<file path="config.mk">
export PLATFORM = sky130hd
export DESIGN_NAME = char_line_writer
export DESIGN_NICKNAME = d
export VERILOG_FILES = /design/src/rtl/vga_pkg.sv /design/src/rtl/char_line_writer_rr_arbiter2.sv /design/src/rtl/char_line_writer.sv
export SDC_FILE = /design/constraint.sdc
export NUM_CORES = 1
export LEC_CHECK = 0
export CAP_MARGIN = 40
export CORE_MARGIN = 2
export CORE_UTILIZATION = 45
export DETAILED_ROUTE_END_ITERATION = 8
export GPL_TIMING_DRIVEN = 0
export HOLD_SLACK_MARGIN = 0.05
export PLACE_DENSITY = 0.78
export SYNTH_ARGS = -nofsm -noshare
export SYNTH_HDL_FRONTEND = slang
export SYNTH_HIERARCHICAL = 1
export SYNTH_SLANG_ARGS = --single-unit
export TNS_END_PERCENT = 100
</file>
<file path="constraint.sdc">
create_clock -name clk -period 2.25 [get_ports clk]
set_input_delay 0.3375 -clock clk [delete_from_list [all_inputs] [get_ports clk]]
set_output_delay 0.3375 -clock clk [all_outputs]
set_load 0.02 [all_outputs]
</file>
<file path="src/rtl/vga_pkg.sv">
// Shared types and constants for the VGA text-overlay display subsystem.
package vga_pkg;

    typedef enum logic [1:0] {
        WR_IDLE  = 2'd0,
        WR_RUN   = 2'd1,
        WR_FLUSH = 2'd2
    } writer_state_e;

    // Nibble value that numb2char renders as a blank cell.
    localparam logic [3:0] CONV_IDLE_NUMB    = 4'hF;
    localparam int         DEFAULT_NUM_CHARS = 8;

endpackage

</file>
<file path="src/rtl/char_line_writer_rr_arbiter2.sv">
// Two-way round-robin arbiter with a one-hot grant and an internal last-grant pointer.
module rr_arbiter2
    import vga_pkg::*;
(
    input  logic       clk,
    input  logic       rst_n,
    input  logic       en,
    input  logic [1:0] req,
    output logic [1:0] gnt
);

    // last_q: 1 means requester 1 was granted last, so requester 0 wins a tie.
    logic last_q;
    logic last_d;

    always_comb begin
        gnt = 2'b00;
        if (en) begin
            if (req == 2'b11) begin
                gnt = last_q ? 2'b01 : 2'b10;
            end else begin
                gnt = req;
            end
        end
        last_d = last_q;
        if (gnt != 2'b00) begin
            last_d = gnt[1];
        end
    end

    always_ff @(posedge clk or negedge rst_n) begin
        if (!rst_n) begin
            last_q <= 1'b1;
        end else begin
            last_q <= last_d;
        end
    end

endmodule

</file>
<file path="src/rtl/char_line_writer.sv">
// Renders a row of nibbles into the text-overlay character buffer through a shared,
// registered numb2char converter, arbitrating between two requesters.
module char_line_writer
    import vga_pkg::*;
#(
    parameter int NUM_CHARS = DEFAULT_NUM_CHARS,
    parameter int ADDR_W    = 7
) (
    input  logic                   clk,
    input  logic                   rst_n,
    input  logic [1:0]             req,
    input  logic [4*NUM_CHARS-1:0] numbs_0,
    input  logic [ADDR_W-1:0]      base_addr_0,
    input  logic [4*NUM_CHARS-1:0] numbs_1,
    input  logic [ADDR_W-1:0]      base_addr_1,
    output logic [1:0]             gnt,
    output logic                   busy,
    output logic                   done,
    output logic [3:0]             conv_numb,
    input  logic [6:0]             conv_char,
    output logic                   wr_en,
    output logic [ADDR_W-1:0]      wr_addr,
    output logic [6:0]             wr_data,
    output writer_state_e          dbg_state
);

    localparam int               IDX_W    = (NUM_CHARS > 1) ? $clog2(NUM_CHARS) : 1;
    localparam logic [IDX_W-1:0] LAST_IDX = IDX_W'(NUM_CHARS - 1);

    writer_state_e          state_q, state_d;
    logic [IDX_W-1:0]       idx_q, idx_d;
    logic [4*NUM_CHARS-1:0] shadow_q, shadow_d;
    logic [ADDR_W-1:0]      base_q, base_d;
    logic [3:0]             conv_numb_q, conv_numb_d;
    logic                   wr_en_q, wr_en_d;
    logic [ADDR_W-1:0]      wr_addr_q, wr_addr_d;
    logic                   done_q, done_d;
    logic                   busy_q, busy_d;
    logic                   arb_en;
    logic [1:0]             arb_gnt;

    // Grants are only offered while idle and never while reset is held.
    assign arb_en = (state_q == WR_IDLE) && rst_n;

    rr_arbiter2 u_arb (
        .clk   (clk),
        .rst_n (rst_n),
        .en    (arb_en),
        .req   (req),
        .gnt   (arb_gnt)
    );

    always_comb begin
        state_d     = state_q;
        idx_d       = idx_q;
        shadow_d    = shadow_q;
        base_d      = base_q;
        conv_numb_d = CONV_IDLE_NUMB;
        wr_en_d     = 1'b0;
        wr_addr_d   = wr_addr_q;
        done_d      = 1'b0;
        busy_d      = busy_q;
        case (state_q)
            WR_IDLE: begin
                if (arb_gnt != 2'b00) begin
                    shadow_d    = arb_gnt[1] ? numbs_1 : numbs_0;
                    base_d      = arb_gnt[1] ? base_addr_1 : base_addr_0;
                    idx_d       = '0;
                    conv_numb_d = shadow_d[3:0];
                    busy_d      = 1'b1;
                    state_d     = WR_RUN;
                end
            end
            WR_RUN: begin
                // The char for the nibble on conv_numb now arrives next cycle,
                // which is when this write strobe and address become visible.
                wr_en_d   = 1'b1;
                wr_addr_d = base_q + ADDR_W'(idx_q);
                if (idx_q == LAST_IDX) begin
                    done_d  = 1'b1;
                    state_d = WR_FLUSH;
                end else begin
                    idx_d       = idx_q + 1'b1;
                    conv_numb_d = shadow_q[{idx_d, 2'b00} +: 4];
                end
            end
            WR_FLUSH: begin
                busy_d  = 1'b0;
                state_d = WR_IDLE;
            end
            default: begin
                state_d = WR_IDLE;
            end
        endcase
    end

    always_ff @(posedge clk or negedge rst_n) begin
        if (!rst_n) begin
            state_q     <= WR_IDLE;
            idx_q       <= '0;
            shadow_q    <= '0;
            base_q      <= '0;
            conv_numb_q <= CONV_IDLE_NUMB;
            wr_en_q     <= 1'b0;
            wr_addr_q   <= '0;
            done_q      <= 1'b0;
            busy_q      <= 1'b0;
        end else begin
            state_q     <= state_d;
            idx_q       <= idx_d;
            shadow_q    <= shadow_d;
            base_q      <= base_d;
            conv_numb_q <= conv_numb_d;
            wr_en_q     <= wr_en_d;
            wr_addr_q   <= wr_addr_d;
            done_q      <= done_d;
            busy_q      <= busy_d;
        end
    end

    assign gnt       = arb_gnt;
    assign busy      = busy_q;
    assign done      = done_q;
    assign conv_numb = conv_numb_q;
    assign wr_en     = wr_en_q;
    assign wr_addr   = wr_addr_q;
    // conv_char is already registered inside numb2char; gate it so idle cycles read zero.
    assign wr_data   = wr_en_q ? conv_char : 7'd0;
    assign dbg_state = state_q;

endmodule

</file>
==> results.py <==
metrics = {
    "outcome": {
        "status": "finished, final reports clean",
    },
    "setup_path": {
        "arrival_ns": 2.36,
        "max_stage_delay_ns": 0.44,
        "cp_max_fo": 10,
        "end_kind": "register",
        "rrSetupSlack_ns": 0.1,
        "cp.required_ns": 2.46,
        "cp_slowest_cell": "dfrtp_1",
        "crit_family": "compound AO/OA/AOI/OAI gates",
        "worstSetupPathDepth": 9,
        "rr_worst_depth": 9,
        "critical_path_buf_inv_count": 2,
        "crit_chain": "nor2_4 -> and2_1 -> nand2_1 -> a21oi_1 -> buf_4 -> o21ai_4 -> buf_4 -> a211oi_1 -> a21oi_1",
        "r2r_start": "dbg_state[0]$_DFFE_PN0P_",
        "startpoint": "dbg_state[0]$_DFFE_PN0P_",
        "critPathLaunchType": "register",
        "endpoint": "shadow_q[0]$_DFFE_PN0P_",
        "criticalPathCategory": "register to register",
        "reg2reg_to": "shadow_q[0]$_DFFE_PN0P_",
    },
    "detailed_routing": {
        "vias": 2731,
        "dr.pass1.iters": 4,
        "via_per_inst": 5.34,
        "initialDrtViolationCount": 142,
        "ant_nets": 0,
        "route.detailed.drc": 0,
        "wirelength_um": 8050,
        "wire_per_inst_um": 15.7,
    },
    "grt": {
        "grt_max_degree": 23,
        "gr-usage-met1": 0.271,
        "grt_pass1_vias": 2752,
        "busiest_layer": "met2",
        "grt.met2_usage": 0.389,
        "grt_first_pass_wirelength_um": 13000,
        "use_met3": 0.0521,
        "antenna_found_initial": 0,
        "overflow": 0,
        "track_usage": 0.224,
    },
    "layout": {
        "drive_gt1_frac": 0.121,
        "final_cell_area_um2": 4670,
        "fill_cells": 497,
        "area_growth_pct": 50.8,
        "n_antenna_cell": 0,
        "final_nets": 521,
    },
    "floorplanning": {
        "core_area_um2": 6720,
        "start_util": 0.461,
        "die_w_um": 87.0,
        "die_area_um2": 7560,
        "io_pins": 114,
        "rows": 30,
        "die_h_um": 87.0,
    },
    "yosys": {
        "yosysWarnings": 6,
        "synth_cells": 294,
        "avgSynthCellArea_um2": 10.5,
        "mappedNetlistNets": 389,
        "synth_area_leaders": "dfrtp_1 (44%), mux2i_1 (13%), o21ai_0 (7.1%)",
        "ys_seq_elements": 59,
        "synth_cell_types": 34,
        "yosysTopAreaCell": "dfrtp_1",
        "yosysTopAreaCellShare": 0.436,
        "syn-cell-area_um2": 3100,
        "yosysSeqAreaShare": 0.479,
    },
    "power": {
        "worst_ir_drop_vdd_uv": 460,
        "powerDensity_nw_per_um2": 1160,
        "leakagePower_uw": 0.00196,
    },
    "clock_tree": {
        "cts_root_buffer": "clkbuf_8",
        "cts.path.max_buffers": 2,
        "insertion_delay_ns": 0.34,
        "tritoncts": "yes",
        "clk_pin_slew_ns": 0.07,
        "cts_buffers": 9,
        "h-tree-depth": 3,
        "clock_sinks": 59,
    },
    "timing": {
        "post-route-period-util": 0.956,
        "fin_skew_ns": 0.00819,
        "rsz0062_at_grt": "true",
        "timing.final.ws_setup_ns": 0.0996,
        "setup_viol": 0,
        "hold_viol": 0,
        "slew_headroom": 0.639,
        "slew_viol_final": 0,
        "fin_crit_ns": 2.15,
        "worstMarginPinSlew_ns": 0.539,
        "max_freq_mhz": 465,
    },
    "placement": {
        "port_buffers": 113,
        "hpwl_um": 5920,
        "gp_congestion": 0.819,
        "dp_worst_setup_slack_ns": -0.436,
        "place_area_um2": 4370,
    },
    "flow_run": {
        "drv_cap": 0,
    },
    "min_path": {
        "min_path_type": "input pin to asynchronous set/reset pin",
    },
}
-- cell usage after synthesis --
library cell and number:
o21bai_1 1, fa_1 1, dfstp_2 5, a21oi_1 7, nand3_1 2, mux2_2 5, xor2_1 3, clkbuf_1 5
nor3b_2 4, a31oi_1 8, a21oi_2 1, nor2_4 1, dfrtp_1 54, xnor2_1 2, nand2b_1 5, and2_1 10
o21ai_0 44, a22o_1 1, inv_1 12, nand2_1 48, buf_4 5, ha_1 5, o21ai_4 1, nor2_2 1
buf_2 4, o21ai_1 1, o2111ai_1 1, nor2b_1 6, and3_1 1, a211oi_1 4, mux2i_1 39, mux4_2 1
mux4_1 3, buf_6 3
-- metal layers --
metal | vias to the layer above | routed length, µm | part of all wire
met5 | - | 0 | 0
met4 | 0 | 203 | 0.025
met3 | 22 | 489 | 0.061
met1 | 1312 | 3300 | 0.41
li1 | 1289 | - | -
met2 | 108 | 4050 | 0.50
-- sequential cells by signal, summed over array words and instances (netlist names) --
register,cells
done,1
idx_q,3
u_arb/last_q,1
conv_numb,4
busy,1
dbg_state,2
base_q,7
wr_addr,7
shadow_q,32
wr_en,1
-- report_power, final --
group          total, µW  internal [µW]  switching [µW]
combinational       2540           1230            1310
clock               1000            604             398
sequential          1880           1560             322
total               5430           3400            2030
-- area by class of cell --
| cell class | count | area (µm²) | share of cell area |
|---|---|---|---|
| multi-input cells | 206 | 1470 | 0.315 |
| well taps | 80 | 100 | 0.0214 |
| clock inverters | 1 | 30.0 | 0.00643 |
| repair buffers | 122 | 1260 | 0.270 |
| flip-flops and latches | 59 | 1480 | 0.317 |
| plain buffers | 16 | 103 | 0.0220 |
| inverters | 12 | 45.0 | 0.00964 |
| clock buffers | 15 | 176 | 0.0378 |
-- cells in the final DEF, fill, tap and decap left out, types with 7 or more instances in the layout --
master,count
nand2_1,48
a31oi_1,8
buf_4,7
inv_1,12
and2_1,10
clkdlybuf4s50_1,110
mux2i_1,39
clkbuf_8,12
dfrtp_1,54
o21ai_0,44
clkbuf_1,8
-- cells by family (layout without fill, tap and decap cells) --
logic type / after synthesis / count (layout) / synth area share
AOI/OAI and AO/OA: 69 / 69 / 0.126
muxes: 48 / 48 / 0.177
buffers and inverters: 29 / 166 / 0.0501
adders and majority gates: 6 / 6 / 0.0267
and+or+nand+nor: 78 / 78 / 0.128
xor gates and xnor gates: 5 / 5 / 0.0141
DFF: 59 / 59 / 0.479
-- how the worst min path moves through the flow --
stage	end	slack, ns	start
3_3_place_gp	shadow_q[9]$_DFFE_PN0P_	0.46	shadow_q[9]$_DFFE_PN0P_
3_5_place_dp	wr_addr[2]$_DFFE_PN0P_	0.25	rst_n
4_1_cts	conv_numb[0]$_DFF_PN1_	0.05	rst_n
2_1_floorplan	base_q[0]$_DFFE_PN0P_	0.04	rst_n
5_1_grt	conv_numb[3]$_DFF_PN1_	0.05	rst_n
6_report	conv_numb[0]$_DFF_PN1_	0.06	rst_n
-- metrics by stage --
| step | cells | setup TNS, ns | hold WS (ns) | total power (µW) | utilization |
|---|---|---|---|---|---|
| 5_1_grt | 511 | -0.0794 | 0.0506 | 5810 | 0.695 |
| 3_3_place_gp | 487 | -148.57 | 0.460 | 4260 | 0.644 |
| 2_1_floorplan | 294 | 0 | 0.0419 | 3440 | - |
| 4_1_cts | 508 | 0 | 0.0505 | 5410 | 0.686 |
| 3_5_place_dp | 489 | -11.77 | 0.246 | 4380 | 0.651 |
| 6_report | 511 | 0 | 0.0577 | 5430 | 0.695 |
-- what timing repair did --
action | in CTS | in global routing
hold buffers | 3 | 0
resized for setup | 4 | 3
endpoints found under the setup margin | 14 | 14
endpoints found under the hold margin | 12 | 0
buffers inserted | 0 | 2
No activity file was read; power rests on OpenSTA's default activity.
